<file path="config.mk">
export PLATFORM = sky130hd
export DESIGN_NAME = ex_stage
export DESIGN_NICKNAME = d
export VERILOG_FILES = /design/src/rtl/ex_stage.sv
export SDC_FILE = /design/constraint.sdc
export NUM_CORES = 1
export LEC_CHECK = 0
export CAP_MARGIN = 5
export CORE_ASPECT_RATIO = 0.75
export CORE_UTILIZATION = 25
export CTS_CLUSTER_DIAMETER = 60
export DETAILED_ROUTE_END_ITERATION = 16
export PLACE_DENSITY_LB_ADDON = 0.12
export REMOVE_ABC_BUFFERS = 1
export SLEW_MARGIN = 20
export SYNTH_ARGS = -nofsm -noshare
export SYNTH_HDL_FRONTEND = slang
export SYNTH_SLANG_ARGS = --single-unit
</file>
<file path="constraint.sdc">
create_clock -name clk -period 5.8 [get_ports clk]
set_input_delay 0.87 -clock clk [delete_from_list [all_inputs] [get_ports clk]]
set_output_delay 0.87 -clock clk [all_outputs]
set_load 0.01 [all_outputs]
</file>
<file path="src/rtl/ex_stage.sv">
// Execute stage of the 5-stage MIPS pipeline.
// Registers the decode bus under stall control, selects the ALU operands,
// computes the one-hot ALU result and issues the data SRAM request.
// All outputs are combinational from the single pipeline register.
module ex_stage #(
  parameter int ID_TO_EX_WD  = 159,
  parameter int EX_TO_MEM_WD = 76,
  parameter int STALL_W      = 6
) (
  input  logic                    clk,
  input  logic                    rst,
  input  logic [STALL_W-1:0]      stall,
  input  logic [ID_TO_EX_WD-1:0]  id_to_ex_bus,
  output logic [EX_TO_MEM_WD-1:0] ex_to_mem_bus,
  output logic [37:0]             ex_to_id_forwarding,
  output logic                    ex_is_load,
  output logic                    data_sram_en,
  output logic [3:0]              data_sram_wen,
  output logic [31:0]             data_sram_addr,
  output logic [31:0]             data_sram_wdata
);

  localparam logic STOP = 1'b1;

  logic [ID_TO_EX_WD-1:0] id_to_ex_bus_d, id_to_ex_bus_q;

  // Field views of the registered decode bus
  logic [31:0] pc_q, inst_q, rs_val_q, rt_val_q;
  logic [11:0] alu_op_q;
  logic [2:0]  sel_src1_q;
  logic [3:0]  sel_src2_q;
  logic        ram_en_q, rf_we_q, sel_rf_res_q;
  logic [3:0]  ram_wen_q;
  logic [4:0]  rf_waddr_q;

  assign pc_q         = id_to_ex_bus_q[158:127];
  assign inst_q       = id_to_ex_bus_q[126:95];
  assign alu_op_q     = id_to_ex_bus_q[94:83];
  assign sel_src1_q   = id_to_ex_bus_q[82:80];
  assign sel_src2_q   = id_to_ex_bus_q[79:76];
  assign ram_en_q     = id_to_ex_bus_q[75];
  assign ram_wen_q    = id_to_ex_bus_q[74:71];
  assign rf_we_q      = id_to_ex_bus_q[70];
  assign rf_waddr_q   = id_to_ex_bus_q[69:65];
  assign sel_rf_res_q = id_to_ex_bus_q[64];
  assign rs_val_q     = id_to_ex_bus_q[63:32];
  assign rt_val_q     = id_to_ex_bus_q[31:0];

  // Bits of the instruction word and stall vector this stage never looks at
  logic unused_bits;
  assign unused_bits = ^{inst_q[31:16], inst_q[5:0], stall[STALL_W-1:4], stall[1:0]};

  // Next register value: bubble when ID stops but EX moves, load when ID moves, else hold
  always_comb begin
    id_to_ex_bus_d = id_to_ex_bus_q;
    if (stall[2] == STOP && stall[3] != STOP) begin
      id_to_ex_bus_d = '0;
    end else if (stall[2] != STOP) begin
      id_to_ex_bus_d = id_to_ex_bus;
    end
  end

  // Pipeline register; reset yields a bubble
  always_ff @(posedge clk) begin
    if (rst) begin
      id_to_ex_bus_q <= '0;
    end else begin
      id_to_ex_bus_q <= id_to_ex_bus_d;
    end
  end

  // Operand select: one-hot masks ORed, so an empty select gives 0
  logic [31:0] src1, src2, imm_sext, imm_zext, sa_zext;
  assign imm_sext = {{16{inst_q[15]}}, inst_q[15:0]};
  assign imm_zext = {16'b0, inst_q[15:0]};
  assign sa_zext  = {27'b0, inst_q[10:6]};

  always_comb begin
    src1 = ({32{sel_src1_q[0]}} & rs_val_q)
         | ({32{sel_src1_q[1]}} & pc_q)
         | ({32{sel_src1_q[2]}} & sa_zext);
    src2 = ({32{sel_src2_q[0]}} & rt_val_q)
         | ({32{sel_src2_q[1]}} & imm_sext)
         | ({32{sel_src2_q[2]}} & 32'd8)
         | ({32{sel_src2_q[3]}} & imm_zext);
  end

  // ALU: every op computed in parallel, the one-hot op mask picks the result
  logic signed [31:0] src1_s, src2_s, sra_s;
  logic [31:0] res_add, res_sub, res_slt, res_sltu, res_and, res_nor;
  logic [31:0] res_or, res_xor, res_sll, res_srl, res_sra, res_lui;
  logic [31:0] ex_result;
  logic [4:0]  shamt;

  assign src1_s = src1;
  assign src2_s = src2;
  assign shamt  = src1[4:0];
  assign sra_s  = src2_s >>> shamt;

  always_comb begin
    res_add  = src1 + src2;
    res_sub  = src1 - src2;
    res_slt  = {31'b0, (src1_s < src2_s)};
    res_sltu = {31'b0, (src1 < src2)};
    res_and  = src1 & src2;
    res_nor  = ~(src1 | src2);
    res_or   = src1 | src2;
    res_xor  = src1 ^ src2;
    res_sll  = src2 << shamt;
    res_srl  = src2 >> shamt;
    res_sra  = sra_s;
    res_lui  = {src2[15:0], 16'b0};
    ex_result = ({32{alu_op_q[11]}} & res_add)
              | ({32{alu_op_q[10]}} & res_sub)
              | ({32{alu_op_q[9]}}  & res_slt)
              | ({32{alu_op_q[8]}}  & res_sltu)
              | ({32{alu_op_q[7]}}  & res_and)
              | ({32{alu_op_q[6]}}  & res_nor)
              | ({32{alu_op_q[5]}}  & res_or)
              | ({32{alu_op_q[4]}}  & res_xor)
              | ({32{alu_op_q[3]}}  & res_sll)
              | ({32{alu_op_q[2]}}  & res_srl)
              | ({32{alu_op_q[1]}}  & res_sra)
              | ({32{alu_op_q[0]}}  & res_lui);
  end

  // Memory request, downstream bus and forwarding to decode
  always_comb begin
    data_sram_en    = ram_en_q;
    data_sram_wen   = ram_en_q ? ram_wen_q : 4'b0;
    data_sram_addr  = ex_result;
    data_sram_wdata = rt_val_q;
    ex_to_mem_bus   = {pc_q, ram_en_q, ram_wen_q, sel_rf_res_q, rf_we_q, rf_waddr_q, ex_result};
    // Load data only exists after MEM, so a load never forwards from here
    ex_to_id_forwarding = {rf_we_q & ~sel_rf_res_q, rf_waddr_q, ex_result};
    ex_is_load      = ram_en_q & ~(|ram_wen_q) & sel_rf_res_q;
  end

endmodule
</file>
Word level (Yosys, flattened, before mapping) --
Cells that the tools add are included.
Storage, ports and cells: flip-flop bits (word level) 159, input bits 167, output and inout port bits 184, word-level logic and storage cells 56
Operators by class: add/sub/neg operators 2, $lt $le $gt $ge 2, shift operators 3, muxes and demuxes 1, bitwise gates (word level) 44, reductions and logical operators 3
Operator list (count):
- $or 32x32->32 | 16
- $and 32x32->32 | 15
- $and 32x1->32 | 2
- $lt 32x32->1 | 2
- $add 32x32->32 | 1
- $and 32x16->32 | 1
- $and 32x5->32 | 1
- $not 32->32 | 1
- $or 32x4->32 | 1
- $shl 32x5->32 | 1
- $shr 32x5->32 | 1
- $sshr 32x5->32 | 1
- $sub 32x32->32 | 1
- $xor 32x32->32 | 1
- $mux 4 | 1
- $reduce_or 4->1 | 1
- $and 1x1->1 | 3
- $not 1->1 | 3
- $reduce_or 2->1 | 1
- $logic_and 1x1->1 | 1

Longest topological paths before layout --
word-level depth 17, mapped depth 21, gate-level depth less buffers 15

Least setup slack after synthesis --
No wires, ideal clock.
path kind flip-flop to output port, from register id_to_ex_bus_q[81], to output port ex_to_id_forwarding[29], arrival 4.441 ns, required time 4.930 ns, slack 0.489 ns, stages on the path, launching flop included 21, path buffers 7, cells stage by stage dfxtp_1 -> buf_2 -> buf_4 -> buf_1 -> a22oi_1 -> nand2_1 -> clkbuf_1 -> clkbuf_1 -> buf_1 -> ha_1 -> nor2_1 -> o211ai_1 -> a31oi_1 -> a21o_1 -> nor3b_1 -> o31ai_2 -> o221ai_1 -> a41oi_1 -> xnor2_1 -> o221ai_1 -> buf_4
On the way: word-level cells in the longest chain between the ends 16, elaborated cells between the ends (all ways) 32, those cells by class add/sub (2); shift (3); bitwise (27)
Ends and longest elaborated chain:
- start, declared | line 25 | logic [ID_TO_EX_WD-1:0] id_to_ex_bus_d, id_to_ex_bus_q;
- start signal, assigned | line 68 | id_to_ex_bus_q <= id_to_ex_bus_d;
- $and 32x32->32 (*) | line 80 | | ({32{sel_src1_q[1]}} & pc_q)
- $or 32x32->32 (*) | line 80
- $or 32x32->32 (*) | line 81 | | ({32{sel_src1_q[2]}} & sa_zext);
- $add 32x32->32 or $sub 32x32->32 (tied branches) | line 101, 102
- $and 32x32->32, on equally long branches | line 113, 114
- $or 32x32->32 | line 114 | | ({32{alu_op_q[10]}} & res_sub)
- $or 32x32->32 | line 115 | | ({32{alu_op_q[9]}} & res_slt)
- $or 32x32->32 | line 116 | | ({32{alu_op_q[8]}} & res_sltu)
- $or 32x32->32 | line 117 | | ({32{alu_op_q[7]}} & res_and)
- $or 32x32->32 | line 118 | | ({32{alu_op_q[6]}} & res_nor)
- $or 32x32->32 | line 119 | | ({32{alu_op_q[5]}} & res_or)
- $or 32x32->32 | line 120 | | ({32{alu_op_q[4]}} & res_xor)
- $or 32x32->32 | line 121 | | ({32{alu_op_q[3]}} & res_sll)
- $or 32x32->32 | line 122 | | ({32{alu_op_q[2]}} & res_srl)
- $or 32x32->32 (*) | line 123 | | ({32{alu_op_q[1]}} & res_sra)
- $or 32x32->32 (*) | line 124 | | ({32{alu_op_q[0]}} & res_lui);
- end, declared | line 15 | output logic [37:0] ex_to_id_forwarding,
Mark *: on every way between the ends. The rest lies on a longest branch, timed or not.

Worst setup path in the final report --
from register id_to_ex_bus_q[79], to output port ex_to_id_forwarding[29]
On the way: word-level cells in the longest chain between the ends 15, elaborated cells between the ends (all ways) 32, those cells by class add/sub (2); shift (3); bitwise (27)
Ends and longest elaborated chain:
- $and 32x16->32 (*) | line 85 | | ({32{sel_src2_q[3]}} & imm_zext);
- $or 32x32->32 (*) | line 85
- $add 32x32->32 or $sub 32x32->32 (tied branches) | line 101, 102
- $and 32x32->32, on equally long branches | line 113, 114
- $or 32x32->32 | line 114
- $or 32x32->32 | line 115
- $or 32x32->32 | line 116
- $or 32x32->32 | line 117
- $or 32x32->32 | line 118
- $or 32x32->32 | line 119
- $or 32x32->32 | line 120
- $or 32x32->32 | line 121
- $or 32x32->32 | line 122
- $or 32x32->32 | line 123
- $or 32x32->32 (*) | line 124
Marked as above.

==> results_dict.tcl <==
set metrics [dict create \
    synth_edf_count 0 \
    status "finished clean" \
    placed_cell_area_sq_um 20100 \
    fin_cells 3278 \
    largest_reg_flops 143 \
    worst-r2r-cell-count 3 \
    syn2layout_area_growth_pct 35.5 \
    yosys_register_bits 143 \
    drt-total-wl_um 78800 \
    cts.sinks 143 \
    cp-start-kind "flip-flop" \
    setup_tns_ns 0 \
    p_sw_share_pct 36.4 \
    grt_pass1_wl_um 112000 \
    ys_async_sr_fraction_pct 0 \
    die_w_um 292 \
    die_h_um 220 \
    overflow 0 \
    dr.pass1.iters 6 \
    holdPathEnd "id_to_ex_bus_q[32]$_SDFFE_PP0N_" \
    vias 17400 \
    start_util_pct 25.4 \
    clockBufferDepth 2 \
    drc_errors 0 \
    cts_buffers 17 \
    antenna_found_initial 3 \
    grt_setup_unrepaired "true" \
    seq_power_share_pct 27.8 \
    critPathBufInv 5 \
    top_regs "id_to_ex_bus_q (143)" \
    yosys_warnings 0 \
    htree_levels 4 \
    root_buffer "clkbuf_16" \
    grt_pass1_vias 16400 \
    io_buffers 330 \
    path_class "reg -> out" \
    top_register "id_to_ex_bus_q" \
    internal_power_uw 2500 \
    peakVddDrop_v 0.000250 \
    hold_path.class "reg -> reg" \
    leakage_uw 0.00922 \
    final_area_sq_um 21400 \
    path_cells "or2_4 > a22o_1 > buf_4 > ha_4 > nor2_1 > o211ai_1 > buf_4 > a31oi_2 > a21o_1 > nor3b_4 > o31ai_4 > o221ai_1 > buf_4 > a41oi_2 > xnor2_1 > o221ai_1 > buf_4 > clkdlybuf4s50_1" \
    end_kind "output pin" \
    synth_area_per_cell_sq_um 7.31 \
    clockPowerShare_pct 31.6 \
    max-cap-violations 0 \
    r2r-end "id_to_ex_bus_q[94]$_SDFFE_PP0N_" \
    finish.utilization_pct 34.4 \
    coreArea_sq_um 62200 \
    layout_min_cycle_time_ns 5.70 \
    p_sw_uw 1440 \
    crit_cells 18 \
    critPathTopFamily "compound AO/OA/AOI/OAI gates" \
    critPathRequiredTime_ns 4.93 \
    multi_input_comb_area_sq_um 11100 \
    max_slew_margin_pct 34.3 \
    timing.fmax_mhz 175 \
    cts_tree "yes" \
    whs_path_depth 2 \
    cpPeakStageDelay_ns 0.53 \
    dieArea_sq_um 64100 \
    layout_commonest_cell "nor2_1" \
    insertion_delay_ns 0.51 \
    fin_nets 2698 \
    io_pins 351 \
    p_total_uw 3940 \
    hpwl_um 60700 \
    cpMostUsedCell "buf_4" \
    synth_ff_type "dfxtp_1" \
    yosysUniqueCellTypes 84 \
    setup_viol 0 \
    finClkSkew_ns 0 \
    grt_max_degree 67 \
    timing.final.crit_share_pct 98.3 \
    dp_cells 3219 \
    fill_cells 6574 \
    synth-seq-area-share_pct 18.2 \
    worst-r2r-setup-slack_ns 4.46 \
    wl_per_cell_um 24.1 \
    grt_usage_pct 23.9 \
    critical_path.max_fanout 5 \
    netlist_instances 2157 \
    layout-drive-gt1-share_pct 16.1 \
    netlist_area_sq_um 15800 \
    viasPerCell 5.29 \
    worstMarginPinSlew_ns 0.986 \
    slowest_stage "clkdlybuf4s50_1" \
    clk_pin_slew_ns 0.07 \
    worstPathArrival_ns 4.83 \
    finalHoldViolCount 0 \
    layout_common_cells "nor2_1 (295), clkdlybuf4s50_1 (289), buf_4 (239)" \
    postRouteAntennaNets 0 \
    regArea_sq_um 2880 \
    hold_start "id_to_ex_bus_q[32]$_SDFFE_PP0N_" \
    drtIter0Drc 1588 \
    rows 79 \
    powerDensity_nw_per_um2 184 \
    place_congestion 0.972 \
    combPwrFrac_pct 40.5 \
    slew_viol_final 0 \
    r2r-start "id_to_ex_bus_q[94]$_SDFFE_PP0N_" \
]
power groups by stage:
stage | clock network, uW | logic (uW) | registers (uW)
after floorplan | 0 | 657 | 1120
after global placement | 0 | 1530 | 1120
after detailed placement | 0 | 1520 | 1120
after CTS | 1310 | 1550 | 1100
after global routing | 1330 | 1700 | 1100
final | 1250 | 1600 | 1100
worst max-delay path by stage:
stage                                                from                       to  slack (ns)
after floorplan           id_to_ex_bus_q[80]$_SDFFE_PP0N_       data_sram_addr[30]       -5.78
after global placement    id_to_ex_bus_q[77]$_SDFFE_PP0N_        ex_to_mem_bus[27]        0.02
after detailed placement  id_to_ex_bus_q[77]$_SDFFE_PP0N_        ex_to_mem_bus[27]      -0.005
after CTS                 id_to_ex_bus_q[77]$_SDFFE_PP0N_  ex_to_id_forwarding[29]       0.008
after global routing      id_to_ex_bus_q[77]$_SDFFE_PP0N_       data_sram_addr[29]       -0.10
final                     id_to_ex_bus_q[79]$_SDFFE_PP0N_  ex_to_id_forwarding[29]         0.1
cells in the mapped netlist, types with 6 or more instances:
library cell	number	share of area, %
a22oi_1	38	1.8
nor2b_1	14	0.56
mux2_2	19	1.4
o211ai_1	24	1.1
ha_1	77	6.1
o221ai_1	15	0.83
nor3_1	19	0.60
a211oi_1	33	1.6
o31ai_1	6	0.29
o22ai_1	17	0.67
inv_1	84	2.0
o21a_1	12	0.57
buf_4	150	7.1
xor2_1	9	0.50
nor4_1	8	0.32
a21o_1	11	0.52
nand3_1	42	1.3
o2111ai_1	10	0.56
a221o_1	15	0.95
and2_1	9	0.36
nor2_1	295	7.0
buf_1	18	0.43
a21oi_1	164	5.2
o21ai_0	114	3.6
clkbuf_1	113	2.7
buf_6	6	0.43
nand2_1	177	4.2
o21bai_1	13	0.62
nand4_1	15	0.59
dfxtp_1	143	18
buf_2	17	0.54
mux2i_1	228	14
a22o_1	36	2.0
xnor2_1	33	1.8
a31oi_1	17	0.67
a221oi_1	17	0.94
o21ai_1	16	0.51
nand2b_1	11	0.44
worst min-delay path, cell delays in order, from the launching register on:
cell     delay, ns
dfxtp_1       0.33
mux2i_1       0.07
nor2_1        0.07
cell families after synthesis:
group	Yosys count	share of synthesized area, %
adders and majority gates	79	6.36
and+or+nand+nor	621	16.8
muxes	247	15.8
DFF	143	18.2
xor gates and xnor gates	42	2.33
buffers and inverters	393	13.3
AOI/OAI and AO/OA	632	27.2
metal layers:
metal	vias to the layer above	routed length, um	part of all wire [%]	GRT usage (%)
li1	8206	-	-	-
met1	8449	39300	50	35.5
met2	635	31300	40	33.1
met4	0	1660	2.1	6.81
met3	67	6640	8.4	6.43
met5	-	0	0	0
what timing repair did:
item	4_1_cts	5_1_grt
resized for setup	58	65
hold buffers	0	0
endpoints found under the setup margin	63	65
buffers inserted	12	12
pin swaps	11	20
cloned	0	1
area by class of cell:
class / count / share of cell area, %
multi-input combinational: 1621 / 52.1
timing repair buffer: 580 / 25.1
sequential: 143 / 13.5
tap: 810 / 4.74
clock buffer: 18 / 2.06
inverter: 89 / 1.56
clock inverter: 14 / 0.890
antenna: 3 / 0.0351
metrics by stage:
| step | hold slack, ns | setup slack, ns |
|---|---|---|
| finish | 0.500 | 0.0995 |
| global route | 0.520 | -0.103 |
| CTS | 0.505 | 0.00826 |
| detailed placement | 0.488 | -0.00490 |
| global placement | 0.475 | 0.0155 |
| floorplan | 0.460 | -5.78 |
Note: power is estimated with default switching activity, not from simulation.
